### config.mk
export PLATFORM = sky130hd
export DESIGN_NAME = qspi_reg_bank_flat
export DESIGN_NICKNAME = d
export VERILOG_FILES = /design/src/rtl/qspi_reg_bank_if.sv /design/src/rtl/qspi_reg_bank.sv /design/src/flat_wrapper.sv
export SDC_FILE = /design/constraint.sdc
export NUM_CORES = 1
export LEC_CHECK = 0
export BUFFER_PORTS_ARGS = -buffer_cell sky130_fd_sc_hd__buf_2
export CORE_ASPECT_RATIO = 1.75
export CORE_MARGIN = 1.5
export CORE_UTILIZATION = 30
export DETAILED_ROUTE_END_ITERATION = 10
export GPL_TIMING_DRIVEN = 0
export PLACE_DENSITY = 0.54
export SKIP_LAST_GASP = 1
export SLEW_MARGIN = 10
export SYNTH_ARGS = -nofsm -noshare
export SYNTH_HDL_FRONTEND = slang
export SYNTH_SLANG_ARGS = --single-unit
### constraint.sdc
create_clock -name clk -period 6.6 [get_ports clk]
set_clock_uncertainty 0.1 [all_clocks]
set_input_delay 0.33 -clock clk [delete_from_list [all_inputs] [get_ports clk]]
set_output_delay 0.33 -clock clk [all_outputs]
set_load 0.005 [all_outputs]
### src/rtl/qspi_reg_bank_if.sv
// Byte-level link between the quad-SPI receive/transmit pair and the
// register bank: received bytes, transmitter reload handshake, frame end,
// and the QD direction flag.
interface qspi_reg_bank_if;
  logic [7:0] rxdata;
  logic       rxready;
  logic       txready;
  logic       frame_end;
  logic [7:0] txdata;
  logic       writing;

  // Serial front end: delivers bytes and events, consumes tx data
  modport master (
    output rxdata, rxready, txready, frame_end,
    input  txdata, writing
  );

  // Register bank: consumes bytes and events, supplies tx data
  modport slave (
    input  rxdata, rxready, txready, frame_end,
    output txdata, writing
  );
endinterface

### src/rtl/qspi_reg_bank.sv
// Command decoder and auto-incrementing register bank behind the quad-SPI
// slave. The first byte of each chip-select frame is a command; write
// commands store the following bytes, read commands arm the bank to stream
// register contents on the next frame.
// Optional feature macro: QSPI_REG_BANK_STATUS_EN turns the top register
// into a read-only count of completed write frames.
module qspi_reg_bank #(
  parameter int NREGS = 16
) (
  input  logic               clk,
  input  logic               resetn,
  qspi_reg_bank_if.slave     bus,
  output logic [8*NREGS-1:0] regs,
  output logic               wr_pulse,
  output logic               cmd_err
);

  localparam int AW = $clog2(NREGS);

  typedef enum logic [2:0] {S_CMD, S_WR, S_SKIP, S_RDARM, S_RD} state_t;

  state_t          state, state_mid, state_next;
  logic [AW-1:0]   ptr, ptr_mid, ptr_next, tx_ptr;
  logic            wr_en, err_set, err_clr, load_tx;
  logic            writing_q, writing_next;
  logic [7:0]      txdata_q;
  logic [7:0]      mem  [NREGS];
  logic [7:0]      view [NREGS];
  logic            cmd_ok;
`ifdef QSPI_REG_BANK_STATUS_EN
  logic            frame_done;
  logic [7:0]      status_cnt;
`endif

  assign cmd_ok      = (bus.rxdata[6:AW] == '0);
  assign bus.txdata  = txdata_q;
  assign bus.writing = writing_q;

  // Visible bank contents; the status counter replaces the top slot when enabled
  always_comb begin
    for (int i = 0; i < NREGS; i++) view[i] = mem[i];
`ifdef QSPI_REG_BANK_STATUS_EN
    view[NREGS-1] = status_cnt;
`endif
  end

  for (genvar gi = 0; gi < NREGS; gi++) begin : g_flat
    assign regs[8*gi +: 8] = view[gi];
  end

  // Next-state logic: the received byte is handled first, then frame_end acts on the result
  always_comb begin
    state_mid    = state;
    ptr_mid      = ptr;
    wr_en        = 1'b0;
    err_set      = 1'b0;
    err_clr      = 1'b0;
    load_tx      = 1'b0;
    tx_ptr       = ptr;
    writing_next = writing_q;
`ifdef QSPI_REG_BANK_STATUS_EN
    frame_done   = 1'b0;
`endif
    case (state)
      S_CMD: begin
        if (bus.rxready) begin
          if (cmd_ok) begin
            ptr_mid   = bus.rxdata[AW-1:0];
            err_clr   = 1'b1;
            state_mid = bus.rxdata[7] ? S_RDARM : S_WR;
          end else begin
            err_set   = 1'b1;
            state_mid = S_SKIP;
          end
        end
      end
      S_WR: begin
        if (bus.rxready) begin
`ifdef QSPI_REG_BANK_STATUS_EN
          wr_en = (ptr != AW'(NREGS-1));
`else
          wr_en = 1'b1;
`endif
          ptr_mid = ptr + 1'b1;
        end
      end
      S_RD: begin
        if (bus.txready) begin
          load_tx = 1'b1;
          tx_ptr  = ptr;
          ptr_mid = ptr + 1'b1;
        end
      end
      default: ;
    endcase

    state_next = state_mid;
    ptr_next   = ptr_mid;
    if (bus.frame_end) begin
      case (state_mid)
        S_RDARM: begin
          state_next   = S_RD;
          writing_next = 1'b1;
          load_tx      = 1'b1;
          tx_ptr       = ptr_mid;
          ptr_next     = ptr_mid + 1'b1;
        end
        S_RD: begin
          state_next   = S_CMD;
          writing_next = 1'b0;
        end
        S_WR: begin
          state_next = S_CMD;
`ifdef QSPI_REG_BANK_STATUS_EN
          frame_done = 1'b1;
`endif
        end
        default: state_next = S_CMD;
      endcase
    end
  end

  // State register
  always_ff @(posedge clk or negedge resetn) begin
    if (!resetn) state <= S_CMD;
    else         state <= state_next;
  end

  // Pointer, register storage, tx byte and status outputs
  always_ff @(posedge clk or negedge resetn) begin
    if (!resetn) begin
      ptr       <= '0;
      txdata_q  <= '0;
      writing_q <= 1'b0;
      wr_pulse  <= 1'b0;
      cmd_err   <= 1'b0;
      for (int i = 0; i < NREGS; i++) mem[i] <= '0;
    end else begin
      ptr       <= ptr_next;
      writing_q <= writing_next;
      wr_pulse  <= wr_en;
      if (err_set)      cmd_err <= 1'b1;
      else if (err_clr) cmd_err <= 1'b0;
      if (load_tx) txdata_q <= view[tx_ptr];
      if (wr_en)   mem[ptr] <= bus.rxdata;
    end
  end

`ifdef QSPI_REG_BANK_STATUS_EN
  // Count completed write frames, wrapping at 8 bits
  always_ff @(posedge clk or negedge resetn) begin
    if (!resetn)         status_cnt <= '0;
    else if (frame_done) status_cnt <= status_cnt + 8'd1;
  end
`endif

endmodule

### src/flat_wrapper.sv
// flat-port wrapper written by rule: the top's interface ports become plain ports
module qspi_reg_bank_flat 
#(
  parameter int NREGS = 16
)
  (clk, resetn, regs, wr_pulse, cmd_err, bus_rxdata, bus_rxready, bus_txready, bus_frame_end, bus_txdata, bus_writing);
  qspi_reg_bank_if bus_i ();
  input  logic clk;
  input  logic resetn;
  output logic [8*NREGS-1:0] regs;
  output logic wr_pulse;
  output logic cmd_err;
  input wire logic [$bits(bus_i.rxdata)-1:0] bus_rxdata;
  input wire logic [$bits(bus_i.rxready)-1:0] bus_rxready;
  input wire logic [$bits(bus_i.txready)-1:0] bus_txready;
  input wire logic [$bits(bus_i.frame_end)-1:0] bus_frame_end;
  output wire logic [$bits(bus_i.txdata)-1:0] bus_txdata;
  output wire logic [$bits(bus_i.writing)-1:0] bus_writing;
  assign bus_i.rxdata = bus_rxdata;
  assign bus_i.rxready = bus_rxready;
  assign bus_i.txready = bus_txready;
  assign bus_i.frame_end = bus_frame_end;
  assign bus_txdata = bus_i.txdata;
  assign bus_writing = bus_i.writing;
  qspi_reg_bank #(.NREGS(NREGS)) u_core (.clk(clk), .resetn(resetn), .bus(bus_i), .regs(regs), .wr_pulse(wr_pulse), .cmd_err(cmd_err));
endmodule
## After elaboration in Yosys (flattened, before gate mapping)

Index checks and enable logic that the tools add are counted.

| word-level totals | value |
|---|---|
| output and inout port bits | 139 |
| input port bits | 13 |
| logic and storage cells | 75 |
| register bits | 146 |

| cells by class | value |
|---|---|
| add/sub/neg operators | 2 |
| equality and inequality tests | 4 |
| magnitude comparators | 3 |
| reduce and logical (&&, ||, !) cells | 6 |
| bitwise gates (word level) | 2 |
| mux-type cells | 36 |

Operators by type and width:

| operator | number |
|---|---|
| bitwise mux 128 bit | 1 |
| binary-select mux 8 bit (select 4 bit) | 1 |
| demux 8 bit (select 4 bit) | 1 |
| 2-to-1 mux 4 bit | 8 |
| 2-to-1 mux 8 bit | 3 |
| 2-to-1 mux 3 bit | 5 |
| 2-to-1 mux 1 bit | 14 |
| one-hot mux 4 bit (3 select lines) | 1 |
| >= comparator 5 bit (second input constant) | 2 |
| NOT 4 -> 5 bit | 2 |
| adder 4 x 1 -> 4 bit (second input constant) | 2 |
| equality test 3 bit (second input constant) | 2 |
| logical NOT 3 bit | 2 |
| < comparator 5 x 1 -> 1 bit (second input constant) | 1 |
| nonzero test 2 bit | 2 |
| equality test 3 x 1 -> 1 bit (second input constant) | 1 |
| equality test 3 x 2 -> 1 bit (second input constant) | 1 |
| 2-to-1 mux 2 bit | 1 |
| one-hot mux 1 bit (2 select lines) | 1 |
| AND reduction 2 bit | 1 |
| logical AND 1 bit | 1 |

## Longest topological paths before layout

| depth | value |
|---|---|
| depth after elaboration | 11 |
| depth in mapped cells | 13 |
| mapped depth without buffers | 9 |

## Worst setup path after synthesis

No wires, ideal clock.

| path | value |
|---|---|
| path kind | register to register |
| from | register u_core.ptr[0] |
| to | register u_core.txdata_q[0] (netlist: u_core.bus.txdata[0]) |
| buffers on the path | 4 |
| arrival | 2.408 ns |
| setup slack | 3.988 ns |
| cell stages (with the launch flop) | 14 |
| cells stage by stage | dfrtp_1 -> clkbuf_1 -> inv_1 -> ha_1 -> o21ai_0 -> a211oi_2 -> or2_1 -> buf_4 -> buf_6 -> buf_2 -> nand2_1 -> a32oi_1 -> o211ai_1 -> o311ai_1 |

| between the ends | value |
|---|---|
| longest elaborated chain between the ends | 9 |

Ends and longest elaborated chain:

| what | RTL line | text |
|---|---|---|
| from (decl) | qspi_reg_bank.sv:23 | `logic [AW-1:0] ptr, ptr_mid, ptr_next, tx_ptr;` |
| from (signal assigned) | qspi_reg_bank.sv:139 | `ptr <= ptr_next;` |
| adder 4 x 1 -> 4 bit / 2-to-1 mux 4 bit (equally long branches) | qspi_reg_bank.sv:84, qspi_reg_bank.sv:91, qspi_reg_bank.sv:67 |  |
| 2-to-1 mux 4 bit, on equally long branches | qspi_reg_bank.sv:88, qspi_reg_bank.sv:78, qspi_reg_bank.sv:66 |  |
| one-hot mux 4 bit (3 select lines) | qspi_reg_bank.sv:64 | `case (state)` |
| 2-to-1 mux 4 bit | qspi_reg_bank.sv:100 | `case (state_mid)` |
| 2-to-1 mux 4 bit (*) | qspi_reg_bank.sv:99 | `if (bus.frame_end) begin` |
| NOT 4 -> 5 bit (implied by the code) (*) | qspi_reg_bank.sv:144 | `if (load_tx) txdata_q <= view[tx_ptr];` |
| binary-select mux 8 bit (select 4 bit) (*) | qspi_reg_bank.sv:144 |  |
| 2-to-1 mux 8 bit (implied by the code) (*) (2 in series) | qspi_reg_bank.sv:144 |  |
| to (signal assigned) | qspi_reg_bank.sv:144 |  |
| to (decl) | qspi_reg_bank.sv:26 | `logic [7:0] txdata_q;` |

Mark *: on every way between the ends. The rest lies on a longest branch, timed or not. The select of a mux whose other input is x is not followed.
A chain may end at the register's enable or synchronous reset.

## Worst setup path in the final report

Ends and elaborated chain as after synthesis.

==> metrics.yaml <==
grt_pass1_vias: 5875
numPortBuffers: 151
p_comb_share_pct: 31.7
period_minus_slack_ns: 3.606
diodes: 0
cts-buffers-inserted: 17
clkTransAtPathRegs_ns: 0.06
rsz0062_at_grt: "false"
reg2regPathDepth: 11
post_drt_wl_per_cell_um: 22.86
antenna_found_initial: 0
cp_max_fo: 10
grt_max_degree: 107
nFillCells: 2406
r2r_start: "u_core.ptr[0]$_DFF_PN0_"
dp_hpwl_mm: 18.69
clockPowerShare_pct: 32.4
ctsResizeCount: 0
leakage_uw: 0.004549
p_int_uw: 1999
path_class: "flip-flop to flip-flop"
synth_nets: 645
finalSetupViolCount: 0
final_area_mm2: 0.008971
hp-class: "input port to flip-flop"
synth-seq-area-share_pct: 50.94
worstHoldStart: "bus_frame_end"
layout.nets: 817
tightest_slew_ns: 0.7453
cts_setup_buffers: 0
drive_gt1_share_pct: 41.70
syn_inst: 628
dieArea_mm2: 0.02488
grtUsageTotal_pct: 20.62
io_pins: 152
route.vias.total: 5866
area_growth_syn_to_layout_pct: 25.09
ys_types: 56
drv_slew: 0
ant_nets: 0
yosysWarningCount: 0
clk_latency_ns: 0.42
startpoint_type: "flip-flop"
tns_ns: 0
gp_congestion: 0.8652
cts_tree: "done"
fp.dieW_um: 119.9
max_clock_freq_ghz: 0.2773
postPlaceCellArea_mm2: 0.008346
seqPwrFrac_pct: 35.9
rows: 74
hold_depth: 2
totalWireLength_mm: 25.53
yosys_register_bits: 146
swShare_pct: 35.83
routed_via_density: 5.252
cts.sinks: 146
drt_iter0_drc: 431
synth_area_mm2: 0.007172
root_buffer: "clkbuf_16"
firstDrtPassIters: 5
h-tree-depth: 4
synth_edf_count: 0
grt_pass1_wl_mm: 37.75
outcome: "finished clean"
grt_overflow: 0
syn_area_per_cell_um2: 11.42
max_slew_margin_pct: 50.32
crit_arrival_ns: 3.78
drc_errors: 0
critPathLaunch: "u_core.ptr[0]$_DFF_PN0_"
ir_drop_mv: 0.1799
cts_buffer_depth: 2
endpoint_kind: "flip-flop"
p_sw_uw: 1116
yosys_most_used_dff: "dfrtp_1"
fin_crit_sh_pct: 54.63
critPathRequiredTime_ns: 6.78
die_y_um: 207.5
start_util_pct: 30.62
core_mm2: 0.02343
synthArstFlopShare_pct: 100.0
power_density_mw_per_mm2: 347.2
finalHoldViolCount: 0
maxCapViolCount: 0
[synthesized netlist by cell type (all sizes together) (2+ instances only)]
master,number,area share (%)
mux2,129,20
nand2,98,5.1
a211oi,10,1.2
o311ai,8,1.1
o21ai,8,0.56
a311oi,7,0.85
nor3b,9,0.94
xnor2,2,0.24
a221o,6,0.84
inv,7,0.37
xor2,2,0.24
or2,2,0.17
dfrtp,146,51
buf,19,1.7
nor2b,6,0.52
ha,4,0.70
nor4b,3,0.58
a31oi,9,0.79
or3,2,0.17
and2,7,0.65
nand3,29,2.1
nor2,19,1.0
a32oi,8,0.98
clkbuf,27,1.4
mux2i,13,1.8
a21oi,14,0.98
nand4,4,0.35
nor3,4,0.35
o211ai,8,0.84
nor4bb,3,0.42
[final timing paths]
kind                                               endpoint  slack [ns]
max                        u_core.bus.txdata[0]$_DFFE_PN0P_        2.99
min                               u_core.state[1]$_DFF_PN0_        0.08
max reg2reg                u_core.bus.txdata[0]$_DFFE_PN0P_        2.99
min reg2reg                      u_core.cmd_err$_DFFE_PN0P_        0.43
max in group asynchronous      u_core.regs[107]$_DFFE_PN0P_        5.25
min in group asynchronous       u_core.regs[18]$_DFFE_PN0P_        0.28
[per-stage QoR]
step	hold slack (ns)	util (%)	setup slack [ns]	total power (uW)	std cells
finish	0.07931	38.30	2.994	3115	1117
global route	0.08038	38.30	2.855	3242	1117
global placement	0.4081	35.47	2.741	2099	1083
detailed placement	0.1393	35.63	2.713	2113	1084
floorplan	-0.06559	-	3.988	1674	628
CTS	0.05278	38.30	3.036	3133	1117
[kinds of logic after synthesis]
family                     after synthesis  synth area share, %
adders and majority gates                4               0.6979
muxes                                  142                22.07
AOI/OAI and AO/OA                       90                9.543
and+or+nand+nor                        189                12.77
buffers and inverters                   53                3.489
xor gates and xnor gates                 4               0.4886
DFF                                    146                50.94
[registers in the layout, indices dropped and copies added (netlist names)]
register / cells
u_core.cmd_err: 1
u_core.regs: 128
u_core.wr_pulse: 1
u_core.bus.txdata: 8
u_core.bus.writing: 1
u_core.ptr: 4
u_core.state: 3
[layout make-up]
cell class	instances	area, um2	share of cell area [%]
Sequential cell	146	3654	40.73
Clock inverter	9	127.6	1.423
Tap cell	304	380.4	4.240
Buffer	46	224.0	2.497
Clock buffer	23	488.0	5.439
Multi-Input combinational cell	429	3268	36.43
Inverter	7	26.28	0.2929
Timing Repair Buffer	153	803.3	8.954
[per-layer routing]
metal / global-route usage [%] / share of wire, %
met1: 23.94 / 39
met2: 35.57 / 51
met3: 2.775 / 4.2
met4: 12.73 / 5.4
met5: 0 / 0
[repair_timing]
action	CTS	global route
setup endpoints to repair	0	0
hold buffers	1	0
hold endpoints to repair	40	0
[cell usage in the layout (no fill, tap or decap), types with 6 or more instances in the layout]
cell type | netlist | final
buf_2 | 11 | 161
dfrtp_1 | 146 | 146
mux2_2 | 129 | 129
nand2_1 | 98 | 98
clkbuf_1 | 27 | 29
nand3_1 | 28 | 28
nor2_1 | 18 | 18
clkbuf_16 | 0 | 17
a21oi_1 | 14 | 14
mux2i_1 | 13 | 13
nor3b_1 | 9 | 9
a31oi_1 | 9 | 9
o21ai_0 | 8 | 8
a32oi_1 | 8 | 8
o211ai_1 | 8 | 8
a211oi_1 | 8 | 8
inv_1 | 7 | 7
a311oi_1 | 7 | 7
o311ai_1 | 7 | 7
nor2b_1 | 6 | 6
and2_1 | 6 | 6
a221o_1 | 6 | 6
[critical path, stage by stage (launching register included)]
cell	delay [ns]
dfrtp_1	0.37
clkbuf_1	0.42
inv_1	0.13
ha_1	0.30
o21ai_0	0.12
a211oi_2	0.40
clkbuf_1	0.56
nor3b_1	0.12
a211oi_1	0.25
a311oi_1	0.09
a31oi_1	0.44
o311ai_1	0.14
[power by group through the flow]
| stage | combinational (uW) | sequential [uW] | clock (uW) |
|---|---|---|---|
| 5_1_grt | 1050 | 1130 | 1060 |
| 3_5_place_dp | 978 | 1140 | 0 |
| 4_1_cts | 984 | 1120 | 1030 |
| 6_report | 987 | 1120 | 1010 |
| 2_1_floorplan | 572 | 1100 | 0 |
| 3_3_place_gp | 965 | 1130 | 0 |
Power figures use the tool's default switching activity.
